--- src/rtl/exu_wb.sv ---
// exu_wb: execute-unit writeback stage.
// Merges ALU results and out-of-band load responses into one registered GPR
// write per cycle. Tracks outstanding load destinations for RAW/WAW stalls
// and reports idle for fence/flush logic.
module exu_wb #(
  parameter int unsigned XLEN   = 32,
  parameter int unsigned GPR_AW = 5,
  parameter int unsigned MAX_LD = 2
) (
  input  logic              clk,
  input  logic              rst,
  input  logic              alu_vld,
  output logic              alu_rdy,
  input  logic [GPR_AW-1:0] alu_rd,
  input  logic [XLEN-1:0]   alu_data,
  input  logic              ld_iss_vld,
  output logic              ld_iss_rdy,
  input  logic [GPR_AW-1:0] ld_iss_rd,
  input  logic              ld_rsp_vld,
  input  logic [GPR_AW-1:0] ld_rsp_rd,
  input  logic [XLEN-1:0]   ld_rsp_data,
  input  logic [GPR_AW-1:0] hz_rs1,
  input  logic [GPR_AW-1:0] hz_rs2,
  input  logic [GPR_AW-1:0] hz_rd,
  output logic              hz_stall,
  output logic              gpr_w_wen,
  output logic [GPR_AW-1:0] gpr_w_addr,
  output logic [XLEN-1:0]   gpr_w_data,
  output logic              idle,
  output logic              err
);

  localparam int unsigned NREG  = 1 << GPR_AW;
  localparam int unsigned CNT_W = 3;

  // Skid entry holding an ALU result displaced by a load response
  logic              skid_vld;
  logic [GPR_AW-1:0] skid_rd;
  logic [XLEN-1:0]   skid_data;

  // Scoreboard of destinations with a load in flight, plus load count
  logic [NREG-1:0]   pend;
  logic [CNT_W-1:0]  ld_cnt;

  // Next-state signals
  logic              alu_hs;
  logic              iss_hs;
  logic              win_vld;
  logic [GPR_AW-1:0] win_rd;
  logic [XLEN-1:0]   win_data;
  logic              skid_load;
  logic              skid_pop;
  logic [NREG-1:0]   pend_nxt;
  logic [CNT_W-1:0]  ld_cnt_nxt;
  logic              err_nxt;

  // A register is busy if a load targets it, the skid holds it, or the
  // registered write has not yet reached the GPR file.
  function automatic logic reg_busy(
    input logic [GPR_AW-1:0] r,
    input logic [NREG-1:0]   pnd,
    input logic              s_vld,
    input logic [GPR_AW-1:0] s_rd,
    input logic              w_en,
    input logic [GPR_AW-1:0] w_addr
  );
    logic busy;
    busy = pnd[r] | (s_vld & (s_rd == r)) | (w_en & (w_addr == r));
    return (r != '0) & busy;
  endfunction

  // Handshake and ready signals
  always_comb begin
    alu_rdy    = !skid_vld;
    ld_iss_rdy = (ld_cnt < CNT_W'(MAX_LD)) & !pend[ld_iss_rd];
    alu_hs     = alu_vld & alu_rdy;
    iss_hs     = ld_iss_vld & ld_iss_rdy;
  end

  // Write-source arbitration: load response > skid > ALU input
  always_comb begin
    win_vld   = 1'b0;
    win_rd    = '0;
    win_data  = '0;
    skid_load = 1'b0;
    skid_pop  = 1'b0;
    if (ld_rsp_vld) begin
      win_vld   = 1'b1;
      win_rd    = ld_rsp_rd;
      win_data  = ld_rsp_data;
      skid_load = alu_hs;
    end else if (skid_vld) begin
      win_vld  = 1'b1;
      win_rd   = skid_rd;
      win_data = skid_data;
      skid_pop = 1'b1;
    end else if (alu_hs) begin
      win_vld  = 1'b1;
      win_rd   = alu_rd;
      win_data = alu_data;
    end
  end

  // Scoreboard, load counter and protocol-error next state
  always_comb begin
    pend_nxt   = pend;
    ld_cnt_nxt = ld_cnt;
    err_nxt    = err;
    if (ld_rsp_vld) begin
      pend_nxt[ld_rsp_rd] = 1'b0;
    end
    // Set after clear so a same-cycle issue to the same rd wins
    if (iss_hs && (ld_iss_rd != '0)) begin
      pend_nxt[ld_iss_rd] = 1'b1;
    end
    pend_nxt[0] = 1'b0;
    if (ld_rsp_vld && (ld_cnt == '0)) begin
      err_nxt = 1'b1;
    end
    if (iss_hs && !ld_rsp_vld) begin
      ld_cnt_nxt = ld_cnt + CNT_W'(1);
    end else if (!iss_hs && ld_rsp_vld && (ld_cnt != '0)) begin
      ld_cnt_nxt = ld_cnt - CNT_W'(1);
    end
  end

  // Hazard stall and idle reporting
  always_comb begin
    hz_stall = reg_busy(hz_rs1, pend, skid_vld, skid_rd, gpr_w_wen, gpr_w_addr)
             | reg_busy(hz_rs2, pend, skid_vld, skid_rd, gpr_w_wen, gpr_w_addr)
             | reg_busy(hz_rd,  pend, skid_vld, skid_rd, gpr_w_wen, gpr_w_addr);
    idle     = (ld_cnt == '0) & !skid_vld & !gpr_w_wen;
  end

  // Registered GPR write port; rd=0 winners are consumed without a write
  always_ff @(posedge clk or posedge rst) begin
    if (rst) begin
      gpr_w_wen  <= 1'b0;
      gpr_w_addr <= '0;
      gpr_w_data <= '0;
    end else begin
      gpr_w_wen <= win_vld & (win_rd != '0);
      if (win_vld && (win_rd != '0)) begin
        gpr_w_addr <= win_rd;
        gpr_w_data <= win_data;
      end
    end
  end

  // Skid entry: fills on ALU/response collision, drains on a free cycle
  always_ff @(posedge clk or posedge rst) begin
    if (rst) begin
      skid_vld  <= 1'b0;
      skid_rd   <= '0;
      skid_data <= '0;
    end else if (skid_load) begin
      skid_vld  <= 1'b1;
      skid_rd   <= alu_rd;
      skid_data <= alu_data;
    end else if (skid_pop) begin
      skid_vld  <= 1'b0;
    end
  end

  // Scoreboard, load counter and sticky error state
  always_ff @(posedge clk or posedge rst) begin
    if (rst) begin
      pend   <= '0;
      ld_cnt <= '0;
      err    <= 1'b0;
    end else begin
      pend   <= pend_nxt;
      ld_cnt <= ld_cnt_nxt;
      err    <= err_nxt;
    end
  end

endmodule

--- config.mk ---
export PLATFORM = sky130hd
export DESIGN_NAME = exu_wb
export DESIGN_NICKNAME = d
export VERILOG_FILES = /design/src/rtl/exu_wb.sv
export SDC_FILE = /design/constraint.sdc
export NUM_CORES = 1
export LEC_CHECK = 0
export CORE_MARGIN = 1.5
export CORE_UTILIZATION = 53
export CTS_BUF_LIST = sky130_fd_sc_hd__clkbuf_4
export CTS_CLUSTER_SIZE = 14
export DETAILED_ROUTE_END_ITERATION = 12
export HOLD_SLACK_MARGIN = 0.03
export PLACE_DENSITY = 0.88
export SLEW_MARGIN = 20
export SYNTH_ARGS = -nofsm -noshare
export SYNTH_HDL_FRONTEND = slang
export SYNTH_SLANG_ARGS = --single-unit
--- constraint.sdc ---
create_clock -name clk -period 4.3 [get_ports clk]
set_input_delay 0.645 -clock clk [delete_from_list [all_inputs] [get_ports clk]]
set_output_delay 0.645 -clock clk [all_outputs]
set_load 0.005 [all_outputs]
After elaboration in Yosys (flattened, before gate mapping)
Index checks and enable logic that the tools add are counted.

Output and inout bits: 43. Bits of input ports: 99. Register bits after elaboration: 111.

Bitwise logic cells: 26. Eq/ne operators: 6. Reductions and logical operators: 22. Magnitude comparators: 8. Multiplexer cells: 30. Add/sub/neg operators: 2.

Operators with widths (number): $mux 32 (5); $and 32x32->32 (1); $not 32->32 (1); $or 32x32->32 (1); $eq 5x5->1 (6); $lt 5x6->1 const B (5); $reduce_bool 5->1 (5); $bmux 1 s5 (4); $and 1x1->1 (15); $mux 5 (3); $mux 1 (14); $demux 1 s5 (2); $ge 5x1->1 const B (2); $logic_and 1x1->1 (8); $or 1x1->1 (8); $mux 3 (2); $logic_not 1->1 (5); $reduce_bool 2->1 (2); $add 3x1->3 const B (1); $logic_not 3->1 (1); $lt 3x2->1 const B (1); $reduce_bool 3->1 (1); $sub 3x1->3 const B (1).

Depth between registers and ports, before layout
Depth in word-level cells: 10. Depth in mapped cells: 11. Gate-level depth less buffers: 9.

Worst setup path after synthesis
Ideal clock, no wire load.

Kind: in2out. Start: in hz_rs1[0]. End: out hz_stall. Buffers on the path: 2. Data required time: 3.655 ns. Arrival: 2.489 ns. Stages on the path: 8. Path slack: 1.166 ns. Path through: clkbuf_1 > buf_2 > mux2i_1 > mux2i_1 > mux4_2 > o22ai_1 > a21oi_1 > or3_1.

Word-level cells in the longest chain between the ends: 7.

RTL lines: start, declared (line 22) `input logic [GPR_AW-1:0] hz_rs1,`; $bmux 1 s5 / $eq 5x5->1 (equally long branches) (line 68) `busy = pnd[r] | (s_vld & (s_rd == r)) | (w_en & (w_addr == r));`; $mux 1 (not written as such) / $and 1x1->1 (equally long branches) (line 68); $or 1x1->1 (2 in series) (line 68); $and 1x1->1 (*) (line 69) `return (r != '0) & busy;`; $or 1x1->1 (*) (line 130) `| reg_busy(hz_rs2, pend, skid_vld, skid_rd, gpr_w_wen, gpr_w_addr)`; $or 1x1->1 (*) (line 131) `| reg_busy(hz_rd, pend, skid_vld, skid_rd, gpr_w_wen, gpr_w_addr);`; end, declared (line 25) `output logic hz_stall,`.

Every way passes the cells marked *; elsewhere a longest branch is shown, timed or not. The select of a mux whose other input is x is not followed.

Final worst setup path
Same ends and word-level chain as after synthesis.

==> results.toml <==
[run_status]
status = "complete, no violations"

[drt]
drtIter0Drc = 434
via_per_inst = 6.25
wl_per_cell_um = 20.7
vias = 5778
post-route-drc-count = 0
drtPass1Iterations = 5
drt.antenna.violating_nets = 0
totalWireLength_mm = 19.1

[setup_path]
required_ps = 3650
end_kind = "output port"
critPathKind = "in2out"
worstPathArrival_ps = 3410
worstSetupStartpointType = "input pin"
crit_path_max_fanout = 10

[global_route]
grt_pass1_vias = 5921
grt_overflow_total = 0
grt_pass1_wl_mm = 29.9
grtUsageTotal_pct = 29.4
grt_start_max_net_pins = 83
grt_antenna_before_repair = 0

[timing]
rsz0062_at_grt = "false"
tightest_slew_ps = 776
post-route-period-util_pct = 94.3
hold_violations = 0
maxSlewViolCount = 0
setup_violations = 0
slew_headroom_pct = 48.2
finClkSkew_ps = 34.6
fmax_mhz = 247
post-route-min-period_ps = 4060
setup_tns_ps = 0

[die]
die_x_um = 115
std_cell_rows = 40
num_io_pins = 142
die_h_um = 115
start_util_pct = 54.7
core_um2 = 12100
die_area_um2 = 13200

[place]
place_congestion = 0.907
port_buffers = 141
place_hpwl_mm = 13.7
post-place-cells = 908
postPlaceCellArea_um2 = 8150

[final_layout]
seqCellArea_um2 = 2780
insertedDiodeCount = 0
fill_cells = 925
fin_nets = 851
instances_no_fill = 924
drive_gt1_share_pct = 19.8
postLayoutCellArea_um2 = 8310
fin_util_pct = 68.6
multi_input_comb_area_um2 = 3610
area_growth_syn_to_layout_pct = 25.3

[synth]
netlist_instances = 633
synth_edf_count = 0
ys_seq_area_share_pct = 41.9
ys_types = 52
yosys-top-cells-area = "dfrtp_1 42%, mux2_2 12%, mux4_2 8.2%"
syn_nets = 733
ys.flop_type = "dfrtp_1"
synth_area_leader_cell = "dfrtp_1"
synth_seq_cells = 111
synth_top_area_share_pct = 41.9
yosys-top-cells-count = "111 x dfrtp_1, 87 x o21ai_0, 71 x mux2_2"
synthMostInstantiatedCell = "dfrtp_1"
yosysWarningCount = 0
synth.avg_cell_area_um2 = 10.5
synth-async-reset-ratio_pct = 100
synth_area_um2 = 6630

[clocking]
clkTransAtPathRegs_ps = 170
hold_buffers = 0
insertion_delay_ps = 510
cts_resized = 0
postCtsSetupBuffers = 0
clockBufferDepth = 2
htreeDepth = 3
cts_tree = "built"
clock-root-buffer = "clkbuf_4"
numCtsBuffers = 9
cts_sinks = 111

[pwr]
power_w = 0.00298
power_density_nw_per_um2 = 359
ir_drop_uv = 173
p_leak_nw = 3.41

[hold_path]
hold_path_class = "reg2reg"

[run]
maxCapViolCount = 0
[metal layers]
layer | global-route usage, % | routed length (um)
met1 | 37.4 | 7260
met2 | 48.7 | 9450
met3 | 6.38 | 1750
met4 | 12.9 | 666
met5 | 0 | 0
[metrics by stage]
stage | hold slack [ps] | setup WS, ps
4_1_cts | 498 | 248
5_1_grt | 525 | 16.2
3_5_place_dp | 465 | 260
2_1_floorplan | 466 | 724
3_3_place_gp | 457 | 292
6_report | 504 | 245
[logic make-up (layout without fill, tap and decap cells)]
kind of cell	Yosys count	in the layout	share of synthesized area [%]
AO/OA/AOI/OAI	173	173	15.3
XOR/XNOR	31	31	4.10
adder cells (fa/ha/maj)	1	1	0.302
buffers and inverters	58	181	3.68
flip-flops	111	111	41.9
multiplexers	111	111	22.6
AND/OR/NAND/NOR	148	148	12.1
[state kept, by name, indices dropped and copies added, names as in the netlist]
register / count
gpr_w_wen: 1
ld_cnt: 3
gpr_w_data: 32
err: 1
gpr_w_addr: 5
skid_rd: 5
pend: 31
skid_vld: 1
skid_data: 32
[cell type report]
class	instances	share of cell area (%)
inverters	9	0.437
clock buffers	9	0.813
clock inverters	7	1.04
multi-input cells	464	43.4
flip-flops and latches	111	33.4
well taps	168	2.53
repair buffers	156	18.3
[worst max-delay path, cell delays in order]
cell and delay [ps]:
clkdlybuf4s50_1 640, buf_4 260, mux2i_1 230, mux2i_1 100
mux4_2 460, o22ai_1 160, a21oi_1 90, or3_1 370
clkdlybuf4s50_1 450
[path summary, 6_finish.rpt]
check / from / end / slack [ps] / cells past startpoint
max: hz_rs1[0] / hz_stall / 240 / 9
min: err$_DFFE_PP0P_ / err$_DFFE_PP0P_ / 500 / 1
max reg2reg: pend[10]$_DFF_PP0_ / ld_cnt[1]$_DFFE_PP0P_ / 1480 / 8
min reg2reg: err$_DFFE_PP0P_ / err$_DFFE_PP0P_ / 500 / 1
max in group asynchronous: rst / skid_data[30]$_DFFE_PP0P_ / 2800 / 3
min in group asynchronous: rst / pend[28]$_DFF_PP0_ / 630 / 2
[power by group]
part | leakage [nW] | total, W | internal, W | switching [W]
clock | 0.0867 | 0.000574 | 0.000193 | 0.000381
combinational | 1.94 | 0.000931 | 0.000538 | 0.000393
sequential | 1.38 | 0.00147 | 0.00124 | 0.000236
total | 3.41 | 0.00298 | 0.00197 | 0.00101
[cell usage in the layout, fill, tap and decap left out, drive strengths merged, types with 14 or more instances in the layout]
cell and instances:
inv 14, mux2i 16, o21ai 102, clkdlybuf4s50 140
buf 16, xor2 26, a21oi 29, dfrtp 111
nor2 15, nand2 49, mux4 24, mux2 71
and3 25
Power figures use the tool's default switching activity.
